## config.mk

```make
export PLATFORM = sky130hd
export DESIGN_NAME = effect_frame_encoder_flat
export DESIGN_NICKNAME = d
export VERILOG_FILES = /design/src/rtl/effect_frame_encoder_if.sv /design/src/rtl/effect_frame_encoder.sv /design/src/flat_wrapper.sv
export SDC_FILE = /design/constraint.sdc
export NUM_CORES = 1
export LEC_CHECK = 0
export CORE_ASPECT_RATIO = 1.1
export CORE_MARGIN = 2
export CORE_UTILIZATION = 59
export DETAILED_ROUTE_END_ITERATION = 12
export GPL_ROUTABILITY_DRIVEN = 1
export PLACE_DENSITY = 0.83
export RECOVER_POWER = 25
export SETUP_SLACK_MARGIN = 0.5
export SYNTH_ARGS = -nofsm -noshare
export SYNTH_HDL_FRONTEND = slang
export SYNTH_SLANG_ARGS = --single-unit
export TNS_END_PERCENT = 5
```

## constraint.sdc

```tcl
create_clock -name clk -period 6.86 [get_ports clk]
set_input_delay 1.372 -clock clk [delete_from_list [all_inputs] [get_ports clk]]
set_output_delay 1.372 -clock clk [all_outputs]
set_load 0.05 [all_outputs]
```

## src/rtl/effect_frame_encoder_if.sv

```systemverilog
// Request/frame bus between an effect source, the frame encoder and the
// breadboard program-frame sink.
//   req_valid/req_ready/req_cmd : one-hot effect request handshake
//   flush                       : close the current partial frame
//   frame_valid/frame_ready     : completed-frame handshake
//   frame_data/frame_count      : four packed opcodes and real-slot count
//   err_pulse/err_count         : illegal-request pulse and saturating tally
interface effect_frame_encoder_if;
  logic        req_valid;
  logic        req_ready;
  logic [15:0] req_cmd;
  logic        flush;
  logic        frame_valid;
  logic        frame_ready;
  logic [15:0] frame_data;
  logic [2:0]  frame_count;
  logic        err_pulse;
  logic [7:0]  err_count;

  modport master (
    output req_valid, req_cmd, flush, frame_ready,
    input  req_ready, frame_valid, frame_data, frame_count, err_pulse, err_count
  );

  modport slave (
    input  req_valid, req_cmd, flush, frame_ready,
    output req_ready, frame_valid, frame_data, frame_count, err_pulse, err_count
  );
endinterface

```

## src/rtl/effect_frame_encoder.sv

```systemverilog
// Packs one-hot effect requests into 16-bit four-slot program frames.
//   clk, rst : clock (rising edge), asynchronous active-high reset
//   bus      : request handshake in, frame handshake out, error reporting
// Each legal request becomes a 4-bit opcode in the next free slot; a frame is
// emitted when four slots are full, on flush, or after IDLE_TIMEOUT idle
// cycles. Unused slots carry NOOP so 0000 never reaches the receiver.
module effect_frame_encoder #(
  parameter int unsigned IDLE_TIMEOUT = 8
) (
  input  logic                  clk,
  input  logic                  rst,
  effect_frame_encoder_if.slave bus
);

  localparam int unsigned SLOT_W  = 4;
  localparam int unsigned FRAME_W = 16;
  localparam int unsigned CNT_W   = 3;
  localparam int unsigned ERR_W   = 8;
  localparam int unsigned IDLE_W  = (IDLE_TIMEOUT < 1) ? 1 : $clog2(IDLE_TIMEOUT + 1);

  localparam logic [0:0] FILL = 1'b0;
  localparam logic [0:0] SEND = 1'b1;

  // Opcodes 1,2,3,4,5,6,8,9,10,12,13 are the only requestable effects.
  localparam logic [FRAME_W-1:0] LEGAL_MASK = 16'h377E;
  localparam logic [FRAME_W-1:0] NOOP_FRAME = 16'h2222;
  localparam logic [CNT_W-1:0]   FULL_CNT   = 3'd4;
  localparam logic [ERR_W-1:0]   ERR_MAX    = 8'hFF;

  logic [0:0]         state_q, state_d;
  logic [CNT_W-1:0]   cnt_q, cnt_d;
  logic [IDLE_W-1:0]  idle_q, idle_d;
  logic [FRAME_W-1:0] slots_q, slots_d;
  logic [FRAME_W-1:0] frame_data_q, frame_data_d;
  logic [CNT_W-1:0]   frame_count_q, frame_count_d;
  logic               err_pulse_q, err_pulse_d;
  logic [ERR_W-1:0]   err_count_q, err_count_d;

  logic               req_ready_c;
  logic               accept;
  logic               cmd_legal;
  logic [SLOT_W-1:0]  op;
  logic               legal_acc;
  logic               illegal_acc;
  logic [CNT_W-1:0]   cnt_post;
  logic [FRAME_W-1:0] slots_post;
  logic               idle_inc;
  logic               timeout_hit;

  // One-hot index to opcode; only meaningful when the command is legal.
  function automatic logic [SLOT_W-1:0] cmd_to_op(input logic [FRAME_W-1:0] cmd);
    logic [SLOT_W-1:0] r;
    r = '0;
    for (int i = 0; i < int'(FRAME_W); i++) begin
      if (cmd[i]) r = SLOT_W'(i);
    end
    return r;
  endfunction

  // Ready is a state decode, forced low while reset is held.
  assign req_ready_c = (state_q == FILL) && !rst;

  // Request classification and post-accept slot contents.
  always_comb begin
    accept      = bus.req_valid && (state_q == FILL);
    cmd_legal   = $onehot(bus.req_cmd) && ((bus.req_cmd & LEGAL_MASK) != '0);
    op          = cmd_to_op(bus.req_cmd);
    legal_acc   = accept && cmd_legal;
    illegal_acc = accept && !cmd_legal;
    cnt_post    = cnt_q + CNT_W'(legal_acc);
    slots_post  = slots_q;
    if (legal_acc) slots_post[{cnt_q[1:0], 2'b00} +: SLOT_W] = op;
    idle_inc    = (IDLE_TIMEOUT != 0) && (state_q == FILL) && (cnt_q != '0) && !legal_acc;
    // Fires on the edge where the idle count would reach IDLE_TIMEOUT.
    timeout_hit = idle_inc && ((32'(idle_q) + 32'd1) == 32'(IDLE_TIMEOUT));
  end

  // Next-state and registered-output logic.
  always_comb begin
    state_d       = state_q;
    cnt_d         = cnt_q;
    idle_d        = idle_q;
    slots_d       = slots_q;
    frame_data_d  = frame_data_q;
    frame_count_d = frame_count_q;
    err_pulse_d   = 1'b0;
    err_count_d   = err_count_q;

    if (illegal_acc) begin
      err_pulse_d = 1'b1;
      if (err_count_q != ERR_MAX) err_count_d = err_count_q + ERR_W'(1);
    end

    case (state_q)
      FILL: begin
        if ((cnt_post == FULL_CNT) || (bus.flush && (cnt_post != '0)) || timeout_hit) begin
          // Slot register is pre-loaded with NOOP, so padding is implicit.
          state_d       = SEND;
          frame_data_d  = slots_post;
          frame_count_d = cnt_post;
          cnt_d         = '0;
          slots_d       = NOOP_FRAME;
          idle_d        = '0;
        end else begin
          cnt_d   = cnt_post;
          slots_d = slots_post;
          if (legal_acc || (cnt_post == '0)) idle_d = '0;
          else if (idle_inc)                 idle_d = idle_q + IDLE_W'(1);
        end
      end
      SEND: begin
        if (bus.frame_ready) state_d = FILL;
      end
      default: state_d = FILL;
    endcase
  end

  // State and output registers.
  always_ff @(posedge clk or posedge rst) begin
    if (rst) begin
      state_q       <= FILL;
      cnt_q         <= '0;
      idle_q        <= '0;
      slots_q       <= NOOP_FRAME;
      frame_data_q  <= NOOP_FRAME;
      frame_count_q <= '0;
      err_pulse_q   <= 1'b0;
      err_count_q   <= '0;
    end else begin
      state_q       <= state_d;
      cnt_q         <= cnt_d;
      idle_q        <= idle_d;
      slots_q       <= slots_d;
      frame_data_q  <= frame_data_d;
      frame_count_q <= frame_count_d;
      err_pulse_q   <= err_pulse_d;
      err_count_q   <= err_count_d;
    end
  end

  assign bus.req_ready   = req_ready_c;
  assign bus.frame_valid = (state_q == SEND);
  assign bus.frame_data  = frame_data_q;
  assign bus.frame_count = frame_count_q;
  assign bus.err_pulse   = err_pulse_q;
  assign bus.err_count   = err_count_q;

endmodule

```

## src/flat_wrapper.sv

```systemverilog
// flat-port wrapper written by rule: the top's interface ports become plain ports
module effect_frame_encoder_flat 
#(
  parameter int unsigned IDLE_TIMEOUT = 8
)
  (clk, rst, bus_req_valid, bus_req_cmd, bus_flush, bus_frame_ready, bus_req_ready, bus_frame_valid, bus_frame_data, bus_frame_count, bus_err_pulse, bus_err_count);
  effect_frame_encoder_if bus_i ();
  input  logic clk;
  input  logic rst;
  input wire logic [$bits(bus_i.req_valid)-1:0] bus_req_valid;
  input wire logic [$bits(bus_i.req_cmd)-1:0] bus_req_cmd;
  input wire logic [$bits(bus_i.flush)-1:0] bus_flush;
  input wire logic [$bits(bus_i.frame_ready)-1:0] bus_frame_ready;
  output wire logic [$bits(bus_i.req_ready)-1:0] bus_req_ready;
  output wire logic [$bits(bus_i.frame_valid)-1:0] bus_frame_valid;
  output wire logic [$bits(bus_i.frame_data)-1:0] bus_frame_data;
  output wire logic [$bits(bus_i.frame_count)-1:0] bus_frame_count;
  output wire logic [$bits(bus_i.err_pulse)-1:0] bus_err_pulse;
  output wire logic [$bits(bus_i.err_count)-1:0] bus_err_count;
  assign bus_i.req_valid = bus_req_valid;
  assign bus_i.req_cmd = bus_req_cmd;
  assign bus_i.flush = bus_flush;
  assign bus_i.frame_ready = bus_frame_ready;
  assign bus_req_ready = bus_i.req_ready;
  assign bus_frame_valid = bus_i.frame_valid;
  assign bus_frame_data = bus_i.frame_data;
  assign bus_frame_count = bus_i.frame_count;
  assign bus_err_pulse = bus_i.err_pulse;
  assign bus_err_count = bus_i.err_count;
  effect_frame_encoder #(.IDLE_TIMEOUT(IDLE_TIMEOUT)) u_core (.clk(clk), .rst(rst), .bus(bus_i));
endmodule
```

==> After elaboration in Yosys (flattened, before gate mapping) <==
Cells that the tools add are included.
{ "classes": {"div_mod_pow": 0, "n_addsub": 20, "mul": 0, "n_lt_le_gt_ge": 0, "reduce_logical": 23, "eq_ne": 4, "bitwise": 1, "mux": 26, "n_shift": 2} }
{ "op_table": {"columns": ["cell", "count"], "rows": [
  ["$mux W4", 17],
  ["$add A5 B5 Y5", 7],
  ["$eq A32 B4 Y1 const B", 1],
  ["$mux W16", 2],
  ["$add A1 B1 Y2", 8],
  ["$bwmux W16", 1],
  ["$reduce_bool A16 Y1", 1],
  ["$shift A4 B6 Y16 const A", 1],
  ["$shiftx A4 B6 Y16", 1],
  ["$logic_and A1 B1 Y1", 9],
  ["$reduce_bool A3 Y1", 3],
  ["$add A8 B1 Y8 const B", 1],
  ["$ne A8 B8 Y1 const B", 1],
  ["$neg A4 Y6", 1],
  ["$reduce_and A2 Y1", 3],
  ["$add A4 B1 Y5 const B", 1],
  ["$eq A5 B1 Y1 const B", 1],
  ["$add A4 B1 Y4 const B", 1],
  ["$mux W1", 4],
  ["$add A3 B1 Y3", 1],
  ["$eq A3 B3 Y1 const B", 1],
  ["$logic_not A1 Y1", 3],
  ["$logic_not A3 Y1", 1],
  ["$logic_or A1 B1 Y1", 3],
  ["other kinds (3)", 3]
]} }
{ "totals": {"n_memories": 0, "reg_bits": 52, "input_bits": 21, "wordCells": 84, "romBits": 0, "latchBits": 0, "ramBits": 0} }

==> Logic depth before layout (Yosys ltp) <==
Gate-level depths: netlist of run 1.
{ "depth": {"depth_word": 19, "ltp_mapped": 26, "depth_no_buf": 23} }

==> Least setup slack after synthesis of run 1 <==
No wires, ideal clock.
{ "synth_timing": {"path_kind": "in2reg", "startpoint": "input bus_req_cmd[14]", "endpoint": "register u_core.frame_count_q[0], in the netlist u_core.bus.frame_count[0]", "arrival_time_ns": 7.106, "required_time_ns": 6.735, "setup_ns": 0.125, "path_stages": 22, "path_slack_ns": -0.371, "path_cell_list": "ha_1 -> inv_1 -> fa_1 -> fa_1 -> fa_1 -> inv_1 -> fa_1 -> ha_1 -> fa_1 -> or4b_1 -> a21oi_2 -> nand4_4 -> inv_2 -> buf_6 -> ha_1 -> ha_1 -> o21bai_1 -> o31a_1 -> a21oi_2 -> or2_2 -> buf_4 -> mux2_2"} }
{ "synth_between": {"elab_chain_cells": 13} }
{ "synth_lines": {"columns": ["element", "line", "source"], "rows": [
  ["from (decl)", "flat_wrapper.sv:11", "input wire logic [$bits(bus_i.req_cmd)-1:0] bus_req_cmd;"],
  ["$add A1 B1 Y2 (not written as such) (*)", "effect_frame_encoder.sv:66", "cmd_legal = $onehot(bus.req_cmd) && ((bus.req_cmd & LEGAL_MASK) != '0);"],
  ["$add A5 B5 Y5 (not written as such) (*) (3 in a row)", "effect_frame_encoder.sv:66", null],
  ["$eq A5 B1 Y1 (*)", "effect_frame_encoder.sv:66", null],
  ["$logic_and A1 B1 Y1 (*)", "effect_frame_encoder.sv:66", null],
  ["$logic_and A1 B1 Y1 (*)", "effect_frame_encoder.sv:68", "legal_acc = accept && cmd_legal;"],
  ["$add A3 B1 Y3 (*)", "effect_frame_encoder.sv:70", "cnt_post = cnt_q + CNT_W'(legal_acc);"],
  ["named net u_core.cnt_post[1]", "effect_frame_encoder.sv:45", "logic [CNT_W-1:0] cnt_post;"],
  ["$reduce_bool A3 Y1", "effect_frame_encoder.sv:96", "if ((cnt_post == FULL_CNT) || (bus.flush && (cnt_post != '0)) || timeout_hit) begin"],
  ["$logic_and A1 B1 Y1", "effect_frame_encoder.sv:96", null],
  ["$logic_or A1 B1 Y1 (*) (2 in a row)", "effect_frame_encoder.sv:96", null],
  ["$reduce_and A2 Y1 (no line) (*)", null, null],
  ["to (signal assigned)", "effect_frame_encoder.sv:135", "frame_count_q <= frame_count_d;"],
  ["to (decl)", "effect_frame_encoder.sv:35", "logic [CNT_W-1:0] frame_count_q, frame_count_d;"]
]} }
The timed path passes the listed nets; every way through them passes the cells marked *.
A chain may end at the register's enable or synchronous reset.

==> Worst setup path in the final report of run 1 <==
{ "layout_timing": {"startpoint": "input bus_req_cmd[9]", "endpoint": "register u_core.frame_count_q[1], in the netlist u_core.bus.frame_count[1]"} }
{ "layout_between": {"elab_chain_cells": 13} }
{ "layout_lines": {"columns": ["element", "line"], "rows": [
  ["$add A1 B1 Y2 (not written as such)", "effect_frame_encoder.sv:66"],
  ["$add A5 B5 Y5 (not written as such) (3 in a row)", "effect_frame_encoder.sv:66"],
  ["$eq A5 B1 Y1", "effect_frame_encoder.sv:66"],
  ["$logic_and A1 B1 Y1 (*)", "effect_frame_encoder.sv:66"],
  ["$logic_and A1 B1 Y1 (*)", "effect_frame_encoder.sv:68"],
  ["$add A3 B1 Y3", "effect_frame_encoder.sv:70"],
  ["$reduce_bool A3 Y1", "effect_frame_encoder.sv:96"],
  ["$logic_and A1 B1 Y1", "effect_frame_encoder.sv:96"],
  ["$logic_or A1 B1 Y1 (2 in a row)", "effect_frame_encoder.sv:96"],
  ["$reduce_and A2 Y1 (no line)", null]
]} }
Mark *: on every way between the ends. The rest lies on a longest branch, timed or not.

==> results of run 1 <==
==> worst max-delay path: cells and delay by family <==
| kind | cells | cell delay [ns] |
|---|---|---|
| mux | 1 | 0.31 |
| simple gates | 3 | 0.83 |
| compound gates | 3 | 0.71 |
| buf+inv | 7 | 0.50 |
| xor+xnor | 1 | 0.08 |
| fa+ha+maj | 9 | 2.83 |
==> cell type report <==
cell class,count,area share
Clock inverter,3,0.00483
Timing Repair Buffer,81,0.175
Sequential cell,52,0.298
Multi-Input combinational cell,225,0.444
Tap cell,75,0.0213
Inverter,47,0.0418
Clock buffer,5,0.0156
==> state kept, by name, summed over array words and instances (netlist names) <==
| signal | count |
|---|---|
| u_core.bus.err_pulse | 1 |
| u_core.cnt_q | 3 |
| u_core.bus.frame_count | 3 |
| u_core.bus.frame_data | 16 |
| u_core.bus.err_count | 8 |
| u_core.idle_q | 4 |
| u_core.bus.frame_valid | 1 |
| u_core.slots_q | 16 |
==> path summary, 6_finish.rpt <==
kind	startpoint	slack, ns	endpoint	depth (start not counted)
worst max-delay path	bus_req_cmd[9]	0.44	u_core.bus.frame_count[1]$_DFFE_PP0P_	24
worst min-delay path	u_core.slots_q[5]$_DFFE_PP1N_	0.49	u_core.slots_q[5]$_DFFE_PP1N_	2
worst max register to register	u_core.bus.frame_valid$_DFF_PP0_	3.88	u_core.bus.frame_count[1]$_DFFE_PP0P_	11
worst min register to register	u_core.slots_q[5]$_DFFE_PP1N_	0.49	u_core.slots_q[5]$_DFFE_PP1N_	2
max in group asynchronous	rst	3.58	u_core.cnt_q[2]$_DFFE_PP0N_	2
min in group asynchronous	rst	2.16	u_core.bus.frame_data[4]$_DFFE_PP0P_	2
==> layer usage <==
metal,part of all wire,up-vias
li1,-,1327
met1,0.39,1437
met2,0.52,122
met3,0.058,24
met4,0.031,0
met5,0,-
==> cells in the final DEF, fill, tap and decap left out, types with 9 or more instances in the layout <==
master / count
buf_4: 31
buf_6: 9
clkdlybuf4s50_1: 37
dfrtp_1: 44
ha_1: 15
ha_4: 10
inv_1: 32
inv_2: 13
nand2_1: 15
nor2_1: 22
o21ai_0: 39
==> power by group <==
group / internal (W) / leakage, nW / switching (W) / total, W
Combinational: 0.000431 / 1.28 / 0.000605 / 0.00104
Clock: 0.0000727 / 0.0445 / 0.000110 / 0.000183
Sequential: 0.000376 / 0.682 / 0.0000665 / 0.000443
==> timing repair <==
action	CTS	global route
resized for setup	78	4
pin swaps	16	9
setup buffers	1	1
setup endpoints to repair	43	37
==> stage by stage <==
step	TNS [ns]	hold slack (ns)	setup slack [ns]	area, um^2
2_1_floorplan	0	0.445	0.0864	3460
3_3_place_gp	-8.17	0.457	-0.284	4230
3_5_place_dp	-13.62	0.467	-0.416	4230
4_1_cts	0	0.483	0.460	4370
5_1_grt	0	0.508	0.280	4400
6_report	0	0.492	0.436	4400
==> cells by family (layout without fill, tap and decap cells) <==
group                      count (synthesis)  in the layout  share of synthesized area
AOI/OAI and AO/OA                         94             94                      0.191
xor gates and xnor gates                   9              9                     0.0238
adders and majority gates                 37             37                      0.164
buffers and inverters                     58            136                     0.0713
DFF                                       52             52                      0.395
muxes                                     10             10                     0.0328
and+or+nand+nor                           75             75                      0.122
==> reports/results.ini, run 1 <==
[run_status]
status=complete, but fails checks
failed_checks=capacitance limit, slew limit

[global_route]
gr-total-overflow=0
grt_max_degree=53
track_usage=0.290
grtUsageMet2=0.505
busiest_layer=met2
grtUsageMet3=0.0595
grt_pass1_vias=2988
grt_first_pass_wirelength_um=13600
antenna_found_initial=0
grtUsageMet1=0.346

[yosys]
ys_seq_elements=52
yosys-top-cells-area=dfrtp_1, ha_1, fa_1, dfstp_2, o21ai_0
yosysTopAreaCell=dfrtp_1
synth_edf_count=0
async_reset_ff_frac=1.00
yosysMostFrequentCell=inv_1
ys.flop_type=dfrtp_1
synth_warnings=0
syn-instance-count=335
synth_nets=393
synth.avg_cell_area_um2=9.91
synth_commonest_cells=inv_1, dfrtp_1, o21ai_0
synth_area_um2=3320
synth.top_cell.area_share=0.332
synth.distinct_cells=56
yosysSeqAreaShare=0.395

[clock_tree]
clock_latency_ns=0.31
clockBufferDepth=2
cts_buffers=5
clock_sinks=52
cts_hold_buf=0
path_clk_slew_ns=0.10
root_buffer=clkbuf_8
cts_tree=built
h-tree-depth=2

[floorplanning]
core-area_um2=5400
io_pins=51
design.die.area_um2=6240
die_y_um=82.7
rows=28
start_util=0.615
die_w_um=75.5

[routing]
dr.pass1.iters=5
post_drt_wl_per_cell_um=17.1
num_vias=2910
viasPerCell=5.96
drt-initial-drc-count=252
drt_wl_total_um=8350
post-route-drc-count=0
detail-route-antenna-nets=0

[sta]
setup_viol=0
finalCriticalPeriod_ns=6.42
hold_viol=0
max_freq_mhz=156
tightest_slew_ns=1.94
finalCritPeriodShare=0.936
max_slew_margin=-0.297
rsz0062_at_grt=yes
drv_slew=53
finalClockSkew_ns=0.0102

[cells_and_area]
fill_cells=337
area_delta_synth_final_pct=32.6
nets=470
seqCellArea_um2=1310
fin_cells=488
drive_above_1_share=0.264
multiInputGateArea_um2=1950
antenna_cells=0
post-route-util=0.816

[power_and_ir_drop]
power_density_nw_per_um2=378
power.leakage_nw=2.01
ir_drop_mv=0.294
power_w=0.00166

[job]
cap_viol_max_count=1

[setup_path]
worst-path-max-fanout=4
path_common_cell=fa_1
slowest_delay_ns=0.51
endpoint_kind=flop
path_cells=buf_4, inv_1, ha_4, inv_2, fa_1, inv_1, fa_2, inv_2, fa_1, inv_1, fa_1, ha_2, fa_1, or4b_4, a21oi_4, nand4_4, inv_2, ha_4, ha_4, xor2_2, o31a_1, a21oi_2, or2_4, mux2_4
cp-start-kind=primary input
path_class=in2reg
crit_slowest_cell=or4b_4
cp.required_ns=7.06
arrival_ns=6.63

[placement]
portBuffers=50
dpl.hpwl_um=6040
dp.cells=478
routabilityCongestion=0.866

[worst_hold_path]
hp-class=reg2reg

Note: power is estimated with default switching activity, not from simulation.
==> run 2, diff against run 1 <==
CORE_UTILIZATION = 45   (was 59)
PLACE_DENSITY = 0.66   (was 0.83)
TNS_END_PERCENT = 30   (was 5)
==> reports/results.ini, run 2 (synthesized netlist as in run 1, its figures left out) <==
[placement]
dp.cells=488  ; +2.1%
dpl.hpwl_um=5840  ; -3.3%
place_area_um2=4220  ; -0.30%
place_ws_ns=-0.416  ; +0.000305 ns
routabilityCongestion=0.819  ; -5.4%
portBuffers=50  ; unchanged

[cells_and_area]
fin_cells=502  ; +2.9%
layout.cells.most_common=dfrtp_1
area_delta_synth_final_pct=35.0
final_area_um2=4480  ; +1.8%
fill_cells=596  ; +77%
nets=474  ; +0.85%
layout_common_cells=dfrtp_1, clkdlybuf4s50_1, buf_4
antenna_cells=0  ; unchanged
drive_above_1_share=0.288  ; +0.0238

[floorplanning]
start_util=0.468  ; -0.147
rows=32  ; +14%
design.die.area_um2=8080  ; +29%
io_pins=51  ; unchanged
die_w_um=85.9  ; +14%
core-area_um2=7090  ; +31%
die_y_um=94.1  ; +14%

[routing]
num_vias=2748  ; -5.6%
dr.pass1.iters=8  ; +3
post-route-drc-count=2  ; +2
detail-route-antenna-nets=0  ; unchanged
viasPerCell=5.47  ; -8.2%
drt-initial-drc-count=153  ; -39%
drt_wl_total_um=7840  ; -6.1%
post_drt_wl_per_cell_um=15.6  ; -8.7%

[run_status]
failed_checks=DRC, capacitance limit, slew limit
status=complete, but fails checks

[job]
cap_viol_max_count=1  ; unchanged

[clock_tree]
cts_tree=built
cts_buffers=5  ; unchanged
root_buffer=clkbuf_8
path_clk_slew_ns=0.11  ; about the same
clockBufferDepth=2  ; unchanged
clock_sinks=52  ; unchanged
h-tree-depth=2  ; unchanged
clock_latency_ns=0.32  ; about the same

[setup_path]
timing.reg2reg.setup_slack_ns=3.96  ; +0.08 ns
path_class=in2reg
r2r_cells=11  ; unchanged
worst-path-max-fanout=8  ; +4
cp-start-kind=primary input
arrival_ns=6.57  ; -0.06 ns
cp.required_ns=7.08  ; +0.02 ns
reg2reg_to=u_core.bus.frame_count[2]$_DFFE_PP0P_
endpoint_kind=flop
r2r_start=u_core.bus.frame_valid$_DFF_PP0_

[global_route]
grt_first_pass_wirelength_um=13000  ; -4.4%
gr-total-overflow=0  ; unchanged
grt_pass1_vias=2796  ; -6.4%
grt_max_degree=53  ; unchanged
antenna_found_initial=0  ; unchanged
track_usage=0.202  ; -0.0874

[sta]
finalCritPeriodShare=0.926  ; -0.0101
drv_slew=53  ; unchanged
setup_tns_ns=0  ; unchanged
finalCriticalPeriod_ns=6.35  ; -0.0693 ns
setup_viol=0  ; unchanged
tightest_slew_ns=1.96  ; +0.0128 ns
finalClockSkew_ns=0.0189  ; +0.00869 ns
hold_viol=0  ; unchanged
rsz0062_at_grt=yes
max_slew_margin=-0.305  ; -0.00856
setup_slack_ns=0.505  ; +0.0693 ns
max_freq_mhz=157  ; +1.1%

[power_and_ir_drop]
power.leakage_nw=2.04  ; +1.4%
power_density_nw_per_um2=375  ; -0.65%
ir_drop_mv=0.335  ; +14%

[worst_hold_path]
min_to=u_core.bus.frame_data[5]$_DFFE_PP1P_
min_path_cells=2  ; unchanged
hold_start=u_core.bus.frame_data[5]$_DFFE_PP1P_
hp-class=reg2reg

-- run 2: changes by cell type in the layout (fill, tap and decap cells not counted), sizes merged --
cell and delta:
clkinvlp -1, clkbuf +1, clkinv -1, buf +4, bufinv +1
-- run 2: critical path: stages --
cell      delay, ns
buf_8          0.10
ha_4           0.25
inv_2          0.03
fa_2           0.39
fa_1           0.51
fa_1           0.54
inv_1          0.05
fa_1           0.48
ha_2           0.19
fa_1           0.42
or4b_4         0.51
a21oi_4        0.16
nand4_4        0.09
inv_2          0.09
ha_4           0.13
ha_4           0.21
o21bai_4       0.14
o31a_1         0.22
a21oi_2        0.07
or2_4          0.31
mux2_4         0.30
-- run 2: how the worst max path moves through the flow --
stage                    start                                    end  slack (ns)  depth (start not counted)
6_report       bus_req_cmd[10]  u_core.bus.frame_count[2]$_DFFE_PP0P_        0.51                         21
5_1_grt        bus_req_cmd[10]   u_core.bus.frame_data[4]$_DFFE_PP0P_        0.34                         22
4_1_cts        bus_req_cmd[10]  u_core.bus.frame_count[2]$_DFFE_PP0P_        0.44                         20
3_5_place_dp    bus_req_cmd[2]  u_core.bus.frame_data[11]$_DFFE_PP0P_       -0.42                         22
3_3_place_gp    bus_req_cmd[2]  u_core.bus.frame_count[1]$_DFFE_PP0P_       -0.29                         20
2_1_floorplan  bus_req_cmd[14]  u_core.bus.frame_count[0]$_DFFE_PP0P_        0.09                         22
-- run 2: layout make-up --
cell class / instances / area (um^2) / area share
multi-input combinational: 225 / 1990 / 0.445
sequential: 52 / 1310 / 0.293
timing repair buffer: 85 / 772 / 0.172
inverter: 47 / 186 / 0.0416
tap: 85 / 106 / 0.0237
clock buffer: 6 / 72.6 / 0.0162
clock inverter: 2 / 38.8 / 0.00866
-- run 2: report_power, final --
group          internal [W]  total, W  switching (W)
registers          0.000376  0.000441      0.0000646
clock network      0.000111  0.000223       0.000113
logic              0.000418   0.00102       0.000599
-- run 2: metal layers --
layer  vias to the layer above  routed length, um  track usage
met5                         -                  0            0
met3                        10                309       0.0351
met4                         0                110       0.0661
li1                       1337                  -            -
met1                      1343               3580        0.271
met2                        58               3840        0.332
-- run 2: timing repair --
item,4_1_cts,5_1_grt
setup buffers,3,3
pin swaps,14,12
hold buffers,0,0
endpoints found under the hold margin,0,0
endpoints found under the setup margin,43,37
gates resized for setup,74,18
-- run 2: through the flow --
| step | hold slack [ns] | power [W] | util |
|---|---|---|---|
| floorplan | 0.445 | 0.00108 | - |
| global placement | 0.461 | 0.00135 | 0.595 |
| detailed placement | 0.463 | 0.00136 | 0.595 |
| CTS | 0.478 | 0.00162 | 0.619 |
| global route | 0.489 | 0.00179 | 0.632 |
| finish | 0.483 | 0.00168 | 0.632 |
